[src/rtl/d_pipe_pkg.sv]
// Shared constants and helpers for the d_pipe_reg elastic register chain.
package d_pipe_pkg;

  localparam int unsigned DEF_WIDTH = 8;
  localparam int unsigned DEF_DEPTH = 3;

  // Bits needed to count 0..depth valid stages.
  function automatic int unsigned occ_width(input int unsigned depth);
    return $clog2(depth + 1);
  endfunction

endpackage

[src/rtl/d_pipe_stage.sv]
// One elastic stage: a valid flag plus a data register that only changes on a load.
module d_pipe_stage
  import d_pipe_pkg::*;
#(
  parameter int unsigned          WIDTH   = DEF_WIDTH,
  parameter logic [WIDTH-1:0]     RST_VAL = '0
) (
  input  logic             clk,
  input  logic             rst,
  input  logic             flush,
  input  logic             load,
  input  logic             adv,
  input  logic [WIDTH-1:0] din,
  output logic             v,
  output logic [WIDTH-1:0] data
);

  // Load wins over advance so a stage that hands off and refills stays valid.
  always_ff @(posedge clk) begin
    if (rst || flush) begin
      v    <= 1'b0;
      data <= RST_VAL;
    end else if (load) begin
      v    <= 1'b1;
      data <= din;
    end else if (adv) begin
      v    <= 1'b0;
    end
  end

endmodule

[src/rtl/d_pipe_reg.sv]
// Elastic valid/ready register chain with bubble collapsing, flush and occupancy count.
// Optional complemented output qn is built when D_PIPE_QN_EN is defined.
module d_pipe_reg
  import d_pipe_pkg::*;
#(
  parameter int unsigned      WIDTH   = DEF_WIDTH,
  parameter int unsigned      DEPTH   = DEF_DEPTH,
  parameter logic [WIDTH-1:0] RST_VAL = '0
) (
  input  logic                          clk,
  input  logic                          rst,
  input  logic                          flush,
  input  logic                          in_valid,
  output logic                          in_ready,
  input  logic [WIDTH-1:0]              d,
  output logic                          out_valid,
  input  logic                          out_ready,
  output logic [occ_width(DEPTH)-1:0]   occupancy,
  output logic [WIDTH-1:0]              q
`ifdef D_PIPE_QN_EN
  ,
  output logic [WIDTH-1:0]              qn
`endif
);

  localparam int unsigned OCC_W = occ_width(DEPTH);

  logic [DEPTH-1:0] v;
  logic [DEPTH-1:0] adv;
  logic [DEPTH-1:0] load;
  logic [WIDTH-1:0] data [DEPTH];
  logic [WIDTH-1:0] din  [DEPTH];
  logic             acc;
  logic             xfer;

  // Ready chain resolved from the output stage back to the input stage.
  always_comb begin
    adv            = '0;
    load           = '0;
    adv[DEPTH-1]   = v[DEPTH-1] & out_ready;
    for (int i = int'(DEPTH) - 2; i >= 0; i--) begin
      adv[i] = v[i] & (~v[i+1] | adv[i+1]);
    end
    in_ready = ~flush & (~v[0] | adv[0]);
    load[0]  = in_valid & in_ready;
    for (int i = 1; i < int'(DEPTH); i++) begin
      load[i] = adv[i-1];
    end
  end

  for (genvar i = 0; i < int'(DEPTH); i++) begin : g_stage
    if (i == 0) begin : g_first
      assign din[i] = d;
    end else begin : g_rest
      assign din[i] = data[i-1];
    end

    d_pipe_stage #(
      .WIDTH   (WIDTH),
      .RST_VAL (RST_VAL)
    ) u_stage (
      .clk   (clk),
      .rst   (rst),
      .flush (flush),
      .load  (load[i]),
      .adv   (adv[i]),
      .din   (din[i]),
      .v     (v[i]),
      .data  (data[i])
    );
  end

  assign acc  = in_valid & in_ready;
  assign xfer = v[DEPTH-1] & out_ready;

  // Occupancy tracks accepts minus output transfers.
  always_ff @(posedge clk) begin
    if (rst || flush) begin
      occupancy <= '0;
    end else if (acc && !xfer) begin
      occupancy <= occupancy + OCC_W'(1);
    end else if (!acc && xfer) begin
      occupancy <= occupancy - OCC_W'(1);
    end
  end

  assign out_valid = v[DEPTH-1];
  assign q         = data[DEPTH-1];

`ifdef D_PIPE_QN_EN
  assign qn = ~q;
`endif

endmodule

[config.mk]
export PLATFORM = sky130hd
export DESIGN_NAME = d_pipe_reg
export DESIGN_NICKNAME = d
export VERILOG_FILES = /design/src/rtl/d_pipe_pkg.sv /design/src/rtl/d_pipe_stage.sv /design/src/rtl/d_pipe_reg.sv
export SDC_FILE = /design/constraint.sdc
export NUM_CORES = 1
export LEC_CHECK = 0
export CAP_MARGIN = 10
export CORE_UTILIZATION = 49
export CTS_CLUSTER_DIAMETER = 200
export DETAILED_ROUTE_END_ITERATION = 10
export GPL_TIMING_DRIVEN = 1
export PLACE_DENSITY = 0.8
export RECOVER_POWER = 50
export SKIP_LAST_GASP = 1
export SLEW_MARGIN = 20
export SYNTH_ARGS = -nofsm -noshare
export SYNTH_HDL_FRONTEND = slang
export SYNTH_SLANG_ARGS = --single-unit
[constraint.sdc]
create_clock -name clk -period 2.3 [get_ports clk]
set_clock_uncertainty 0.2 [all_clocks]
set_input_delay 0.23 -clock clk [delete_from_list [all_inputs] [get_ports clk]]
set_output_delay 0.23 -clock clk [all_outputs]
set_load 0.02 [all_outputs]
Yosys cells after proc, flatten, opt, wreduce, memory -nomap -nowiden
Index checks and enable logic that the tools add are counted.
Word-level totals
  bits in registers: 29
  bits of input ports: 13
  output and inout port bits: 12
  word-level logic and storage cells: 38
Cells by class
  add/subtract/negate cells: 2
  multiplexer cells: 8
  bitwise logic cells: 12
  reduce and logical (&&, ||, !) cells: 9
Operators by type and width (number)
  $reduce_bool A2 Y1: 4
  $mux W1: 6
  $and A1 B1 Y1: 5
  $mux W2: 2
  $not A1 Y1: 4
  $or A1 B1 Y1: 3
  $add A2 B1 Y2 const B: 1
  $logic_and A1 B1 Y1: 2
  $logic_not A1 Y1: 2
  $sub A2 B1 Y2 const B: 1
  $logic_or A1 B1 Y1: 1

Logic depth before layout (Yosys ltp)
  word-level depth: 12
  depth in mapped cells: 7
  gate-level depth less buffers: 6

Hierarchy
A second synthesis with hierarchy kept.
Second synthesis, totals
  cells, all modules: 109
  area, all modules: 1136.1 um^2
By module, submodules not included
  d_pipe_stage: times used 3, cells each 31, area an instance 334.1 um^2, seq. area each 180.2 um^2
  d_pipe_reg: times used 1, cells each 16, area an instance 133.9 um^2, seq. area each 40.0 um^2

Worst setup path before layout
No wires, ideal clock.
  kind: flip-flop to flip-flop
  start point: reg g_stage[2].u_stage.v
  end point: reg occupancy[1]
  setup time: 70 ps
  arrival time: 1735 ps
  required time: 2030 ps
  path slack: 296 ps
  cell stages (with the launch flop): 7
  buffers on the path: 1
  clock period less this slack: 2004 ps
  path through: dfxtp_1 and4b_4 nor3b_2 buf_6 ha_1 or3_1 a21oi_1
Between the ends
  cells in the longest elaborated chain, start to end: 11
  elaborated cells on any way between the ends: 15
  those cells by class: 1 x mux; 9 x bitwise; 5 x reduce/logical
Ends and longest elaborated chain
  start: declaration: RTL line d_pipe_stage.sv:14  | output logic v,
  start signal: assignment: RTL line d_pipe_stage.sv:21  | v <= 1'b0;
  start signal: assignment: RTL line d_pipe_stage.sv:24  | v <= 1'b1;
  start signal: assignment: RTL line d_pipe_stage.sv:27  | v <= 1'b0;
  $and A1 B1 Y1 or $not A1 Y1 (tied branches): RTL line d_pipe_reg.sv:40, d_pipe_reg.sv:42
  $or A1 B1 Y1 *: RTL line d_pipe_reg.sv:42  | adv[i] = v[i] & (~v[i+1] | adv[i+1]);
  $and A1 B1 Y1 *: RTL line d_pipe_reg.sv:42
  $or A1 B1 Y1 *: RTL line d_pipe_reg.sv:42
  $and A1 B1 Y1 *: RTL line d_pipe_reg.sv:42
  $or A1 B1 Y1 *: RTL line d_pipe_reg.sv:44  | in_ready = ~flush & (~v[0] | adv[0]);
  $and A1 B1 Y1 *: RTL line d_pipe_reg.sv:44
  $and A1 B1 Y1 *: RTL line d_pipe_reg.sv:73  | assign acc = in_valid & in_ready;
  named net acc: RTL line d_pipe_reg.sv:33  | logic acc;
  $logic_not A1 Y1: RTL line d_pipe_reg.sv:82  | end else if (!acc && xfer) begin
  $logic_and A1 B1 Y1: RTL line d_pipe_reg.sv:82
  $reduce_bool A2 Y1 (no source line)
  end signal: assignment: RTL line d_pipe_reg.sv:81  | occupancy <= occupancy + OCC_W'(1);
  end signal: assignment: RTL line d_pipe_reg.sv:83  | occupancy <= occupancy - OCC_W'(1);
  end: declaration: RTL line d_pipe_reg.sv:18  | output logic [occ_width(DEPTH)-1:0] occupancy,
Mark *: on every way through the listed nets, which the timed path passes. The rest lies on a longest branch.
A chain may end at the register's enable or synchronous reset.

Worst setup path after layout
  start point: in out_ready
  end point: out in_ready
Between the ends
  cells in the longest elaborated chain, start to end: 7
Ends and longest elaborated chain
  start: declaration: RTL line d_pipe_reg.sv:17  | input logic out_ready,
  $and A1 B1 Y1: RTL line d_pipe_reg.sv:40  | adv[DEPTH-1] = v[DEPTH-1] & out_ready;
  $or A1 B1 Y1: RTL line d_pipe_reg.sv:42
  $and A1 B1 Y1: RTL line d_pipe_reg.sv:42
  $or A1 B1 Y1: RTL line d_pipe_reg.sv:42
  $and A1 B1 Y1: RTL line d_pipe_reg.sv:42
  $or A1 B1 Y1: RTL line d_pipe_reg.sv:44
  $and A1 B1 Y1: RTL line d_pipe_reg.sv:44
  end: declaration: RTL line d_pipe_reg.sv:14  | output logic in_ready,
Every way passes these cells.

==> summary by stage <==
Power and ir drop
Summed over all cells, the static leakage comes to between 0.5 and 0.6 nW. In this run the power density over the cells is a little over 600 nW/um^2. Across the VDD grid, the largest voltage drop is 0.485 mV.

CTS
After clock tree synthesis, the clock-pin slew on the worst setup and hold paths is approximately 0.080 ns. The H-tree depth is 2. The number of setup buffers added after CTS is 0. The number of hold buffers added after cts is 0. CTS saw 29 sinks. Counting along the longest clock path gives a buffer depth of 2. Clock latency on the worst-skew pair, taken at its later pin, is 0.32 ns. The number of clock buffers added by TritonCTS is 5.

TritonCTS built the clock tree. The post-CTS resize count is 0. The root buffer cell chosen for the clock tree is clkbuf_4.

Synthesis
The mean cell area of the mapped netlist is between 9 and 10 um^2. The synthesized design devotes to its leading area cell type between 40% and 50% of total area. The number of nets handed over by synthesis was between 100 and 150. The part of the Yosys area used for sequential elements is around 48%. The top cell type by total area after synthesis is dfxtp_1.

In this run, synthesis produced a sequential element count of 29. The number of distinct library cells after synthesis is 22. The post-synthesis cell count is between 100 and 150.

Yosys printed 0 warnings. The cell area after synthesis is around 1200 um^2. In the post-synthesis netlist, the biggest area contributors are dfxtp_1 (48%), mux2i_1 (13%), nand2_1 (7.8%).

STA
Counting I/O delays and the setup requirement, the final critical path takes approximately 2.2 ns. Setup repair after global routing left no endpoint under its margin. The number of hold-slack violations in the final timing report was 0. In this run the tightest slew margin relative to its limit is between 50% and 60%. After routing, the total negative slack on setup checks comes to 0 ns. The final count of pins violating max slew was 0. After layout, the worst path uses a little over nine tenths of the clock period. Setup violations remaining at the end of the flow were counted as 0. Timing would allow up to 0.462 GHz. At the pin with the least slew margin, the transition time is about 0.69 ns. The final worst-path setup slack is 0.135 ns.

GRT
The via count of the first global-routing pass is just under 900. The total global-route track usage is about 19%. The initial antenna violation count was 0. The first-pass GRT wire length is roughly 3.6 mm. Entering global routing, the biggest net connects 25 pins. The total congestion overflow is 0.

Layout
Relative to the synthesized area, the layout overhead comes to 19.6%. The finished cells cover between 1000 and 1500 um^2. Fill cells in the final layout number 206.

The layout cell share with drive strength beyond 1 is 8.00%. The non-filler instance count after layout is roughly 180. Cells fill between 60% and 70% of the core in the end. In the final design database the tool counted 164 nets. The number of antenna cells inserted is 0.

Run status
The run finished with clean final reports.

Worst setup path
The largest driver fanout on the critical path is 4. Data on the critical path is required at its endpoint by around 1.9 ns. Counting cells, the worst reg-to-reg path comes to 5.

The worst endpoint data arrival time is ~1.7 ns. The reg-to-reg setup timing slack is roughly 0.40 ns. The setup path with the least slack is of type input pin to primary output. The nature of the critical path endpoint is a primary output. STA classifies the critical path startpoint as an input pin.

Route
After detailed routing, the average wire length per cell comes to ~12 um. The first routing iteration left 14 violations. The routed wire length on met3 is about 89 um. The highest routing layer actually used is met4.

The met1 layer wirelength in the final routing is just under 1 mm. After detailed routing, the number of remaining DRC violations is 0. The routed design uses 935 um of met2 wire. The vias after detailed routing is 906. The detailed-routing iteration count for the pre-antenna-repair pass is 4. Once detail routing completed, the nets flagged for antenna violations numbered 0. The overall routed net length is between 2 and 2.5 mm. Using the TritonRoute via totals, the vias-per-cell ratio works out to 5.09.

Job
The tool flagged a number of max-cap violations equal to 0.

Floorplanning
The initial utilization of the core area, before any placement, comes to 53.2%. The count of pins on the block boundary is 25. After floorplanning, the core was divided into 17 placement rows. The horizontal extent of the die is about 52 um. The placeable core area is approximately 2300 um^2. The floorplan die height is just over 50 um. The die covers around 2700 um^2.

Placed design
The count of buffers from port buffering is 24. The cell total after placement is 171. The cell area after placement is 1400 um^2.

Timing analysis after detailed placement gives a worst setup slack of between 0.04 and 0.05 ns. The sum of net half-perimeters after detailed placement is ~1.5 mm. The placer's final routability congestion estimate is about 0.76.

Worst hold path
Counting instances, the worst hold path has a depth of 3. The path class of the lowest-slack min-delay path is input pin to flip-flop.
## cell type report
class                   count  area (um^2)  share of cell area [%]
clock buffers               7         55.1                    3.80
multi-input cells          85          507                    35.0
flip-flops and latches     29          581                    40.1
well taps                  28         35.0                    2.42
repair buffers             28          267                    18.4
inverters                   1         3.75                   0.259
## kinds of logic (layout without fill, tap and decap cells)
kind of cell | count (synthesis) | count (layout) | synth area share (%)
compound gates | 21 | 21 | 9.20
xor+xnor | 2 | 2 | 1.45
fa+ha+maj | 1 | 1 | 1.03
buf+inv | 17 | 36 | 9.72
flops | 29 | 29 | 48.0
mux | 16 | 16 | 13.2
simple gates | 45 | 45 | 17.4
## flip-flops by register name, summed over array words and instances (netlist names)
signal                cells
g_stage.u_stage.v         3
occupancy                 2
g_stage.u_stage.data     24
## power breakdown
| group | switching [mW] | internal [mW] | total [mW] |
|---|---|---|---|
| sequential | 0.00268 | 0.507 | 0.510 |
| clock | 0.157 | 0.144 | 0.301 |
| combinational | 0.0319 | 0.0371 | 0.0690 |
## worst max-delay path: stages
cell and delay, ns:
dlygate4sd3_1 0.58, and4b_4 0.35, nor2_1 0.04, clkdlybuf4s50_1 0.53
## Yosys cell counts
library cell	instances
buf_2	4
nor2b_1	1
clkbuf_1	1
a21oi_1	11
buf_4	9
dfxtp_1	29
nor2_2	1
mux2i_1	16
inv_1	1
nand2_1	25
or2_2	1
and4b_4	1
or3_1	1
xor2_1	2
nand2b_1	1
ha_1	1
a21boi_2	1
nor2_1	5
nor3b_2	1
buf_6	2
nand3_1	8
o21ai_0	9
## final timing paths
check / from / endpoint
worst max-delay path: out_ready / in_ready
worst min-delay path: d[0] / g_stage[0].u_stage.data[0]$_SDFFE_PP0P_
worst max register to register: g_stage[2].u_stage.v$_SDFFE_PP0P_ / occupancy[1]$_SDFFE_PP0P_
worst min register to register: g_stage[1].u_stage.data[3]$_SDFFE_PP0P_ / g_stage[1].u_stage.data[3]$_SDFFE_PP0P_
## layer usage
layer	vias up	global-route usage (%)
met1	400	21.1
met2	25	31.6
li1	474	-
met3	7	7.02
met4	0	11.7
met5	-	0
## cell usage in the layout, fill, tap and decap left out
master,n
and4b_4,1
inv_1,1
clkbuf_4,5
dlygate4sd3_1,4
nor3b_1,1
nand2b_1,1
or2_0,1
nor2b_1,1
mux2i_1,16
ha_1,1
nand2_1,25
nor2_1,5
dfxtp_1,29
xor2_1,2
buf_4,3
clkbuf_1,2
or3_1,1
a21boi_2,1
clkbuf_8,1
o21ai_0,9
a21oi_1,11
clkdlybuf4s50_1,20
nor2_2,1
nand3_1,8
## stage by stage
step	hold slack [ns]	power, mW
floorplan	0.151	0.562
global placement	0.246	0.591
detailed placement	0.256	0.593
CTS	0.254	0.887
global route	0.261	0.921
finish	0.259	0.880
Note: power is estimated with default switching activity, not from simulation.
